**src/rtl/mem_arbiter_pkg.sv**
```systemverilog
// Shared types for the core/debug memory arbiter.
package mem_arbiter_pkg;

    typedef enum logic [1:0] {
        ARB_IDLE,
        ARB_ACCESS,
        ARB_RESP
    } arb_state_t;

    typedef enum logic {
        ARB_OWNER__CORE,
        ARB_OWNER__DEBUG
    } arb_owner_t;

endpackage

```
**src/rtl/arb_pick.sv**
```systemverilog
// Grant decision for one arbitration slot: debug lock, then starvation, then core priority.
module arb_pick
    import mem_arbiter_pkg::*;
(
    input  logic       c_req,
    input  logic       d_req,
    input  logic       locked,
    input  logic       starve,
    output logic       grant_valid,
    output arb_owner_t grant_owner
);

    always_comb begin
        grant_valid = 1'b0;
        grant_owner = ARB_OWNER__CORE;
        // A held lock shuts the core out completely, even when debug is idle.
        if (locked) begin
            grant_valid = d_req;
            grant_owner = ARB_OWNER__DEBUG;
        end else if (d_req && (!c_req || starve)) begin
            grant_valid = 1'b1;
            grant_owner = ARB_OWNER__DEBUG;
        end else if (c_req) begin
            grant_valid = 1'b1;
            grant_owner = ARB_OWNER__CORE;
        end
    end

endmodule

```
**src/rtl/mem_arbiter.sv**
```systemverilog
// Serialises core and debug accesses to the unified memory: IDLE (grant) -> ACCESS -> RESP.
module mem_arbiter
    import mem_arbiter_pkg::*;
#(
    parameter int AW       = 32,
    parameter int DW       = 32,
    parameter int MAX_WAIT = 4
) (
    input  logic          clk,
    input  logic          reset,
    input  logic          c_req,
    input  logic          c_we,
    input  logic [AW-1:0] c_addr,
    input  logic [DW-1:0] c_wdata,
    output logic [DW-1:0] c_rdata,
    output logic          c_ack,
    input  logic          d_req,
    input  logic          d_we,
    input  logic [AW-1:0] d_addr,
    input  logic [DW-1:0] d_wdata,
    output logic [DW-1:0] d_rdata,
    output logic          d_ack,
    input  logic          d_lock,
    output logic [AW-1:0] mem_addr,
    output logic [DW-1:0] mem_wdata,
    output logic          mem_we,
    input  logic [DW-1:0] mem_rdata,
    output logic          core_stall
);

    localparam int WCW = $clog2(MAX_WAIT + 1);

    arb_state_t     state, next_state;
    arb_owner_t     owner, grant_owner;
    logic [WCW-1:0] wait_cnt;
    logic           locked, grant_valid, starve, lock_eff;
    logic           lat_we;
    logic [AW-1:0]  lat_addr;
    logic [DW-1:0]  lat_wdata;

    // Dropping d_lock releases the lock in the very cycle it is seen.
    assign lock_eff = locked && d_lock;
    assign starve   = (wait_cnt == WCW'(MAX_WAIT));

    arb_pick u_pick (
        .c_req       (c_req),
        .d_req       (d_req),
        .locked      (lock_eff),
        .starve      (starve),
        .grant_valid (grant_valid),
        .grant_owner (grant_owner)
    );

    always_ff @(posedge clk) begin
        if (reset) state <= ARB_IDLE;
        else       state <= next_state;
    end

    always_comb begin
        next_state = state;
        mem_addr   = '0;
        mem_wdata  = '0;
        mem_we     = 1'b0;
        c_ack      = 1'b0;
        d_ack      = 1'b0;
        case (state)
            ARB_IDLE: if (grant_valid) next_state = ARB_ACCESS;
            ARB_ACCESS: begin
                mem_addr   = lat_addr;
                mem_wdata  = lat_wdata;
                mem_we     = lat_we && !reset;
                next_state = ARB_RESP;
            end
            ARB_RESP: begin
                mem_addr   = lat_addr;
                c_ack      = (owner == ARB_OWNER__CORE) && !reset;
                d_ack      = (owner == ARB_OWNER__DEBUG) && !reset;
                next_state = ARB_IDLE;
            end
            default: next_state = ARB_IDLE;
        endcase
    end

    always_ff @(posedge clk) begin
        if (reset) begin
            owner     <= ARB_OWNER__CORE;
            wait_cnt  <= '0;
            locked    <= 1'b0;
            lat_we    <= 1'b0;
            lat_addr  <= '0;
            lat_wdata <= '0;
            c_rdata   <= '0;
            d_rdata   <= '0;
        end else begin
            case (state)
                ARB_IDLE: begin
                    if (locked && !d_lock) locked <= 1'b0;
                    if (grant_valid) begin
                        owner <= grant_owner;
                        if (grant_owner == ARB_OWNER__DEBUG) begin
                            lat_we    <= d_we;
                            lat_addr  <= d_addr;
                            lat_wdata <= d_wdata;
                            wait_cnt  <= '0;
                        end else begin
                            lat_we    <= c_we;
                            lat_addr  <= c_addr;
                            lat_wdata <= c_wdata;
                            if (d_req && !starve) wait_cnt <= wait_cnt + WCW'(1);
                        end
                    end
                end
                // Read data is captured for writes too: it is the pre-write contents.
                ARB_ACCESS: begin
                    if (owner == ARB_OWNER__CORE) c_rdata <= mem_rdata;
                    else                          d_rdata <= mem_rdata;
                end
                ARB_RESP: if (owner == ARB_OWNER__DEBUG) locked <= d_lock;
                default: ;
            endcase
        end
    end

    assign core_stall = c_req && !c_ack;

endmodule

```
**config.mk**
```make
export PLATFORM = sky130hd
export DESIGN_NAME = mem_arbiter
export DESIGN_NICKNAME = d
export VERILOG_FILES = /design/src/rtl/mem_arbiter_pkg.sv /design/src/rtl/arb_pick.sv /design/src/rtl/mem_arbiter.sv
export SDC_FILE = /design/constraint.sdc
export NUM_CORES = 1
export LEC_CHECK = 0
export CORE_MARGIN = 2
export CORE_UTILIZATION = 34
export CTS_CLUSTER_DIAMETER = 50
export DETAILED_ROUTE_END_ITERATION = 10
export PLACE_DENSITY = 0.8
export SLEW_MARGIN = 10
export SYNTH_ARGS = -nofsm -noshare
export SYNTH_HDL_FRONTEND = slang
export SYNTH_SLANG_ARGS = --single-unit
```
**constraint.sdc**
```tcl
create_clock -name clk -period 1.7 [get_ports clk]
set_clock_uncertainty 0.1 [all_clocks]
set_input_delay 0.425 -clock clk [delete_from_list [all_inputs] [get_ports clk]]
set_output_delay 0.425 -clock clk [all_outputs]
set_load 0.005 [all_outputs]
```
## Word-level counts from Yosys, hierarchy flattened

Index checks and enable logic that the tools add are counted.

- Register bits after elaboration: 136
- Bits of input ports: 167
- Output and inout bits: 132
- Word-level logic and storage cells: 60

- Add/sub/neg operators: 1
- Equality and inequality tests: 6
- Multiplexer cells: 20
- Bitwise gates (word level): 1
- Reduce and logical (&&, ||, !) cells: 23

Operators by type and width:

| cell | count |
|---|---|
| two-way mux 32 bit | 4 |
| two-way mux 1 bit | 11 |
| logical AND 1 bit | 8 |
| two-way mux 3 bit | 2 |
| != test 2 bit, second input constant | 3 |
| AND reduction 2 bit | 3 |
| AND reduction 3 bit | 2 |
| logical NOT 1 bit | 5 |
| one-hot mux 2 bit (2 select lines) | 1 |
| nonzero test 2 bit | 2 |
| adder 3 x 1 -> 3 bit, second input constant | 1 |
| == test 3 bit, second input constant | 1 |
| == test 2 x 1 -> 1 bit, second input constant | 1 |
| == test 2 bit, second input constant | 1 |
| logical NOT 2 bit | 1 |
| two-way mux 2 bit | 1 |
| one-hot mux 1 bit (2 select lines) | 1 |
| OR reduction 2 bit | 1 |
| logical OR 1 bit | 1 |
| NOT 1 bit | 1 |

## Depth between registers and ports, before layout

Gate-level depths: netlist (run 1).

- Word-level depth: 7
- Gate-level depth with buffers: 8
- Depth with buffers taken out: 6

## Modules after synthesis

From an unflattened synthesis (run 1), not the netlist that was laid out.

- Cell total of the unflattened synthesis: 701
- Area total of the unflattened synthesis: 6231.0 µm²

Modules (own cells, without submodules):

| module | times used | cells an instance | area each (µm²) | sequential area each (µm²) |
|---|---|---|---|---|
| mem_arbiter | 1 | 697 | 6206.0 | 2722.6 |
| arb_pick | 1 | 4 | 25.0 | 0.0 |

## Worst setup path after synthesis (run 1)

No wires, ideal clock.

- Path kind: register to register
- From: reg wait_cnt[0]
- To: reg lat_addr[0]
- Library setup time: 0.091 ns
- Arrival time: 1.535 ns
- Required time: 1.509 ns
- Path slack: -0.026 ns
- Cell stages (with the launch flop): 9
- Buffers on the path: 2
- Period minus slack after synthesis: 1.726 ns
- Path through: dfxtp_1 inv_1 ha_1 a21bo_2 a21oi_2 buf_6 buf_6 nand2_1 a311oi_1

- Word-level cells in the longest chain between the ends: 6
- Elaborated cells on any way between the ends: 9
- Those cells by class: eq/ne (1); mux (5); reduce/logical (3)

RTL lines:

| element | RTL line | text |
|---|---|---|
| from (decl) | mem_arbiter.sv:35 | `logic [WCW-1:0] wait_cnt;` |
| from (signal assigned) | mem_arbiter.sv:109 | `if (d_req && !starve) wait_cnt <= wait_cnt + WCW'(1);` |
| == test 3 bit * | mem_arbiter.sv:43 | `assign starve = (wait_cnt == WCW'(MAX_WAIT));` |
| logical OR 1 bit * | arb_pick.sv:20 | `end else if (d_req && (!c_req \|\| starve)) begin` |
| logical AND 1 bit * | arb_pick.sv:20 |  |
| two-way mux 1 bit | arb_pick.sv:20 |  |
| two-way mux 1 bit | arb_pick.sv:17 | `if (locked) begin` |
| two-way mux 32 bit / AND reduction 2 bit (equally long branches) | - |  |
| to (signal assigned) | mem_arbiter.sv:102 | `lat_addr <= d_addr;` |
| to (signal assigned) | mem_arbiter.sv:107 | `lat_addr <= c_addr;` |
| to (decl) | mem_arbiter.sv:38 | `logic [AW-1:0] lat_addr;` |

Every way passes the cells marked *; elsewhere a longest branch is shown, timed or not.
A chain may end at the register's enable or synchronous reset.

## Worst setup path after layout (run 1)

- From: reg state[0]
- To: out mem_wdata[21]

- Word-level cells in the longest chain between the ends: 2

RTL lines:

| element | RTL line | text |
|---|---|---|
| from (decl) | mem_arbiter.sv:33 | `arb_state_t state, next_state;` |
| from (signal assigned) | mem_arbiter.sv:56 | `else state <= next_state;` |
| == test 2 x 1 -> 1 bit | mem_arbiter.sv:66 | `case (state)` |
| two-way mux 32 bit | mem_arbiter.sv:66 |  |
| to (decl) | mem_arbiter.sv:25 | `output logic [DW-1:0] mem_wdata,` |

No other way between the ends.

==> impl_metrics.csv, run 1 <==
group,metric,value,unit
sta,slew_headroom,0.353,
final_layout,postLayoutCellArea,0.0118,sq mm
power_and_ir_drop,p_leak,5.00,nW
critical_path,worst-endpoint-required,1.17,ns
critical_path,cp-endpoint,"mem_wdata[21]",
sta,fmax,0.453,GHz
drt,wl_per_cell,18.8,um
synthesis,ys_seq_area_frac,0.464,
synthesis,synth_top_family_by_area,"simple AND/OR/NAND/NOR gates",
sta,rsz0062_at_grt,"yes",
power_and_ir_drop,power_density,912,mW/mm^2
sta,setup_viol,135,
drt,first_iter_violations,324,
cts,insertion_delay,0.41,ns
drt,vias,7006,
cts,cts_sinks,136,
power_and_ir_drop,vdd_ir_drop_max,0.650,mV
synthesis,ys_ff_latch,136,
drt,drc,0,
cts,cts_max_level,4,
cts,cts_buffers,17,
final_layout,drive_above_1_share,0.364,
synthesis,synth.avg_cell_area,7.62,sq um
final_layout,area_growth,102,%
sta,hold_viol,0,
synthesis,syn_area,0.00586,sq mm
synthesis,syn_inst,769,
grt,grt_max_degree,86,
critical_path,cp-start-kind,"flip-flop",
synthesis,yosys_warnings,0,
floorplan,die_w,135,um
synthesis,synth_cell_types,32,
flow_run,cap_violations,0,
drt,vias_per_cell,5.21,
critical_path,ff2ff_path_depth,10,
status,violations,"setup timing",
synthesis,synth_compound_area_frac,0.170,
placement,routabilityCongestion,0.815,
synthesis,synthXorXnorAreaFrac,0,
status,status,"complete, but fails checks",
placement,dp_hpwl,13400,um
critical_path,r2r_slack,-0.23,ns
critical_path,crit_type,"flip-flop to output pin",
final_layout,nNetsFinal,1280,
floorplan,dieArea,0.0183,sq mm
sta,finalCritPeriodShare,1.30,
hold_path,hold_class,"flip-flop to flip-flop",
critical_path,startpoint,"state[0]",
placement,io_buffer_count,298,
synthesis,synth_fa_ha_area_frac,0.0107,
drt,first_pass_iters,5,
drt,routed_wl,25300,um
sta,report.final.slew_viol_count,0,
floorplan,ioPinCount,299,
floorplan,core_area,0.0171,sq mm
grt,overflow,0,
critical_path,worst_r2r_startpoint,"wait_cnt[1]",
sta,timing.hold.ws,0.349,ns
critical_path,endpoint_kind,"output pin",
sta,fin_ws,-0.506,ns
floorplan,fp.dieH,135,um
critical_path,r2r_end,"lat_addr[28]",
grt,grt_usage,0.250,
placement,dpl_worst_slack,-0.535,ns
grt,grt_pass1_vias,6649,
cts,cts_hold_buffers,0,
sta,min_period,2.21,ns
cts,cts_root_buf,"clkbuf_16",
synthesis,synth-simple-area-share,0.297,
critical_path,arrival,1.68,ns
floorplan,num_rows,48,
cts,clock_path_buffers,2,
cts,clkTransAtPathRegs,0.06,ns
floorplan,start_util,0.344,
synthesis,synth.mux.area_fraction,0,
grt,antenna_found_initial,1,
drt,antenna_left,0,
critical_path,crit_fanout,8,
grt,grt_pass1_wl,35000,um
placement,placed_cell_area,0.00924,sq mm
synthesis,syn-num-nets,941,
sta,tightest_slew,0.971,ns
cts,cts_tree,"yes",
final_layout,num_antenna_cells,0,
## metrics by stage
stage | power [mW] | setup TNS, ns | cells | util
after global routing | 11.2 | -42.51 | 1346 | 0.693
after global placement | 5.65 | -52.23 | 1264 | 0.542
after floorplan | 4.53 | 0 | 769 | -
after detailed placement | 5.68 | -55.28 | 1264 | 0.542
final | 10.8 | -35.30 | 1346 | 0.693
after CTS | 10.5 | -36.82 | 1343 | 0.652
## worst min-delay path by stage
stage                     slack [ns]  cells after the start         from     endpoint
final                           0.35                      2  c_rdata[14]  c_rdata[14]
after global routing            0.36                      2  d_rdata[10]  d_rdata[10]
after CTS                       0.35                      2  c_rdata[14]  c_rdata[14]
after detailed placement        0.35                      2  c_rdata[14]  c_rdata[14]
after global placement          0.34                      2  c_rdata[19]  c_rdata[19]
after floorplan                 0.35                      2   c_rdata[0]   c_rdata[0]
## report_power, final
part / internal [mW] / total, mW / switching, mW / leakage [nW]
Combinational: 1.65 / 2.94 / 1.30 / 3.55
Sequential: 3.49 / 3.65 / 0.167 / 1.12
Clock: 2.64 / 4.19 / 1.55 / 0.325
## worst max-delay path, stage by stage, from the launching register on
cell and delay [ns]:
dfxtp_2 0.34, buf_6 0.12, ha_4 0.17, buf_6 0.13
buf_12 0.13, buf_16 0.14, and2_4 0.14, buf_6 0.11
## sequential cells by signal (all words and copies together) (netlist names)
register	flops
locked	1
owner	1
lat_addr	32
lat_wdata	32
lat_we	1
wait_cnt	3
d_rdata	32
c_rdata	32
state	2
## cells in the mapped netlist, drive strengths merged
| library cell | n | area [sq um] |
|---|---|---|
| ha | 5 | 62.6 |
| nor4 | 1 | 6.26 |
| and2 | 66 | 414 |
| nor3 | 1 | 5.00 |
| o21ai | 3 | 15.0 |
| nor2b | 3 | 18.8 |
| nand2b | 2 | 12.5 |
| nor3b | 1 | 7.51 |
| clkbuf | 38 | 143 |
| or4 | 1 | 7.51 |
| and3b | 1 | 8.76 |
| o31ai | 1 | 7.51 |
| inv | 6 | 22.5 |
| nand2 | 263 | 987 |
| buf | 28 | 171 |
| a21boi | 1 | 11.3 |
| a21oi | 70 | 354 |
| o21a | 1 | 7.51 |
| nor2 | 69 | 259 |
| a311oi | 65 | 569 |
| a21bo | 1 | 10.0 |
| nand4 | 1 | 6.26 |
| nand3 | 2 | 10.0 |
| a21o | 1 | 7.51 |
| dfxtp | 136 | 2720 |
| a211oi | 2 | 15.0 |
## what timing repair did
item                                   in CTS  in global routing
pin swaps                                 118                108
gates resized for setup                   549                175
setup endpoints to repair                 197                140
endpoints found under the hold margin       0                  0
buffers inserted                           22                  9
gates cloned                               25                  1
## cells in the final DEF (no fill, tap or decap), types with 18 or more instances in the layout
master             n
buf_6             78
nand2_4           40
nand2_1          188
clkbuf_16         18
a21oi_1           67
buf_4             30
a311oi_1          21
dlygate4sd2_1     67
a311oi_2          44
buf_12            20
and2_4            64
clkdlybuf4s50_1  162
dfxtp_1          121
nor2_1            68
nand2_2           35
## area by class of cell
class                      instances  area (sq um)
multi-input combinational        563          3790
fill                            1258          5230
clock inverter                    15           240
sequential                       136          2740
inverter                           6          27.5
timing repair buffer             384          4320
clock buffer                      17           425
tap                              225           282
## layer usage
| metal | up-vias | share of wire | GRT usage | routed length [um] |
|---|---|---|---|---|
| met5 | - | 0.00051 | 0 | 13 |
| met4 | 2 | 0.035 | 0.123 | 894 |
| met3 | 73 | 0.078 | 0.0827 | 1980 |
| met2 | 330 | 0.52 | 0.435 | 13000 |
| met1 | 3347 | 0.37 | 0.272 | 9360 |
| li1 | 3254 | - | - | - |
## cell families (layout without fill, tap and decap cells)
group                    Yosys count  after routing
AND/OR/NAND/NOR                  411            411
AO/OA/AOI/OAI                    145            147
flip-flops                       136            136
buffers and inverters             72            422
adder cells (fa/ha/maj)            5              5
(Power assumes the default switching activity.)
==> run 2: changes to the inputs <==
--- a/config.mk
+++ b/config.mk
@@ -9,7 +9,9 @@
 export CORE_UTILIZATION = 34
 export CTS_CLUSTER_DIAMETER = 50
 export DETAILED_ROUTE_END_ITERATION = 10
-export PLACE_DENSITY = 0.8
+export PLACE_DENSITY = 0.84
+export SETUP_SLACK_MARGIN = 0.2
+export SKIP_LAST_GASP = 1
 export SLEW_MARGIN = 10
 export SYNTH_ARGS = -nofsm -noshare
 export SYNTH_HDL_FRONTEND = slang
==> run 2 against run 1 <==
Net effect:
- the flow still finishes with violations (setup timing)
- global-route usage is 0.94 points higher
- critical endpoint is now c_rdata[18]
- critical path depth increased by 6
- design area grew 5.4%
==> impl_metrics.csv, run 2 (synthesized netlist as in run 1, its figures left out) <==
group,metric,value,unit
status,status,"complete, but fails checks",
status,violations,"setup timing",
critical_path,crit_path_top_delay_cell,"dfxtp_2",
critical_path,crit_type,"flip-flop to flip-flop",
placement,io_buffer_count,298,
sta,fin_ws,-0.477,ns
drt,antenna_left,0,
grt,grt_pass1_wl,36600,um
power_and_ir_drop,p_leak,5.40,nW
power_and_ir_drop,p_sw_frac,0.295,
power_and_ir_drop,clkPwrFrac,0.363,
final_layout,nNetsFinal,1310,
sta,fmax,0.459,GHz
drt,wl_per_cell,20.3,um
floorplan,core_area,0.0171,sq mm
critical_path,ff2ff_path_depth,13,
critical_path,max_stage_delay,0.33,ns
sta,min_period,2.18,ns
critical_path,r2r_end,"c_rdata[18]",
power_and_ir_drop,switching_power,3.24,mW
grt,grt_usage,0.259,
critical_path,path_cells,"buf_6 -> ha_4 -> buf_8 -> buf_8 -> buf_6 -> buf_6 -> buf_6 -> buf_6 -> nand2b_4 -> buf_12 -> buf_16 -> nand2_1 -> a21oi_2",
critical_path,path_buf_inv,9,
critical_path,cpMostUsedCell,"buf_6",
critical_path,cp_num_cells,13,
cts,cts_buffers,17,
power_and_ir_drop,vdd_ir_drop_max,0.716,mV
sta,rsz0062_at_grt,"yes",
final_layout,postLayoutCellArea,0.0125,sq mm
drt,routed_wl,27900,um
drt,drc,0,
critical_path,cp-endpoint,"c_rdata[18]",
flow_run,cap_violations,0,
sta,report.final.slew_viol_count,0,
critical_path,cp-start-kind,"flip-flop",
cts,cts_tree,"yes",
sta,setup_viol,199,
floorplan,fp.dieH,135,um
final_layout,mostFrequentLayoutCell,"clkdlybuf4s50_1",
critical_path,cpLargestDelayFamily,"buffers and inverters",
placement,routabilityCongestion,0.772,
critical_path,crit_fanout,8,
floorplan,dieArea,0.0183,sq mm
critical_path,startpoint,"state[0]",
floorplan,die_w,135,um
hold_path,hold_class,"flip-flop to flip-flop",
drt,vias_per_cell,5.31,
power_and_ir_drop,internal_power,7.72,mW
sta,tightest_slew,1.06,ns
cts,insertion_delay,0.41,ns
grt,antenna_found_initial,0,
final_layout,fillers,1089,
critical_path,worst_r2r_startpoint,"state[0]",
final_layout,mostFrequentLayoutCells,"clkdlybuf4s50_1, nand2_1, dfxtp_1",
grt,overflow,0,
critical_path,endpoint_kind,"flip-flop",
cts,cts_sinks,136,
power_and_ir_drop,combPwrFrac,0.302,
sta,finalCritPeriodShare,1.28,
sta,timing.hold.ws,0.353,ns
final_layout,drive_above_1_share,0.520,
critical_path,worst-endpoint-required,1.93,ns
power_and_ir_drop,power_density,879,mW/mm^2
drt,first_iter_violations,318,
cts,clock_path_buffers,2,
floorplan,num_rows,48,
final_layout,seqCellArea,0.00280,sq mm
cts,clkTransAtPathRegs,0.06,ns
sta,slew_headroom,0.297,
floorplan,start_util,0.344,
drt,vias,7302,
grt,grt_max_degree,104,
floorplan,ioPinCount,299,
sta,hold_viol,0,
critical_path,r2r_slack,-0.48,ns
cts,cts_max_level,4,
placement,placed_cell_area,0.00935,sq mm
cts,cts_root_buf,"clkbuf_16",
drt,first_pass_iters,5,
critical_path,arrival,2.40,ns
final_layout,area_growth,113,%
placement,dpl_worst_slack,-0.575,ns
cts,cts_hold_buffers,0,
final_layout,multi_input_area,0.00408,sq mm
power_and_ir_drop,sequentialPowerShare,0.335,
grt,grt_pass1_vias,6985,
placement,dp_hpwl,13400,um
final_layout,num_antenna_cells,0,
[run 2: layout make-up]
cell class                 count  area share
clock buffer                  18      0.0352
timing repair buffer         416       0.373
multi-input combinational    561       0.327
sequential                   136       0.224
inverter                       6     0.00201
tap                          225      0.0226
clock inverter                14      0.0153
[run 2: per-stage QoR]
| stage | setup TNS, ns | cells | util | total power, mW |
|---|---|---|---|---|
| finish | -63.40 | 1376 | 0.731 | 11.0 |
| global route | -75.35 | 1376 | 0.731 | 11.3 |
| CTS | -63.23 | 1355 | 0.674 | 10.4 |
| detailed placement | -61.04 | 1269 | 0.548 | 5.71 |
| global placement | -56.29 | 1269 | 0.548 | 5.67 |
| floorplan | 0 | 769 | - | 4.59 |
[run 2: timing repair]
action | in CTS | in global routing
pin swaps | 127 | 73
setup endpoints to repair | 264 | 249
cloned | 22 | 6
buffers inserted | 32 | 15
gates resized for setup | 688 | 296
[run 2: how the worst min path moves through the flow]
stage | start | end | slack, ns | depth (start not counted)
3_5_place_dp | c_rdata[31] | c_rdata[31] | 0.35 | 2
3_3_place_gp | c_rdata[5] | c_rdata[5] | 0.34 | 2
2_1_floorplan | state[1] | state[1] | 0.35 | 2
6_report | c_rdata[15] | c_rdata[15] | 0.35 | 2
5_1_grt | d_rdata[29] | d_rdata[29] | 0.38 | 2
4_1_cts | d_rdata[21] | d_rdata[21] | 0.35 | 2
[run 2: routing by layer]
layer,GRT usage,wire length [um],vias to the layer above
met1,0.278,9960,3546
met3,0.0801,2070,83
met5,0,0,-
met4,0.130,1070,0
li1,-,-,3320
met2,0.459,14800,353
[run 2: power by group through the flow]
stage	Clock (mW)	Combinational, mW	Sequential, mW
4_1_cts	4.01	2.78	3.64
3_5_place_dp	0	2.03	3.69
3_3_place_gp	0	2.00	3.67
2_1_floorplan	0	0.923	3.66
5_1_grt	4.16	3.49	3.69
6_report	3.98	3.31	3.67
[run 2: worst register-to-register path, stage by stage (launching register included)]
cell	delay [ns]
dfxtp_2	0.33
buf_6	0.11
ha_4	0.17
buf_8	0.12
buf_8	0.11
buf_6	0.12
buf_6	0.11
buf_6	0.11
buf_6	0.13
nand2b_4	0.15
buf_12	0.13
buf_16	0.12
nand2_1	0.11
a21oi_2	0.18
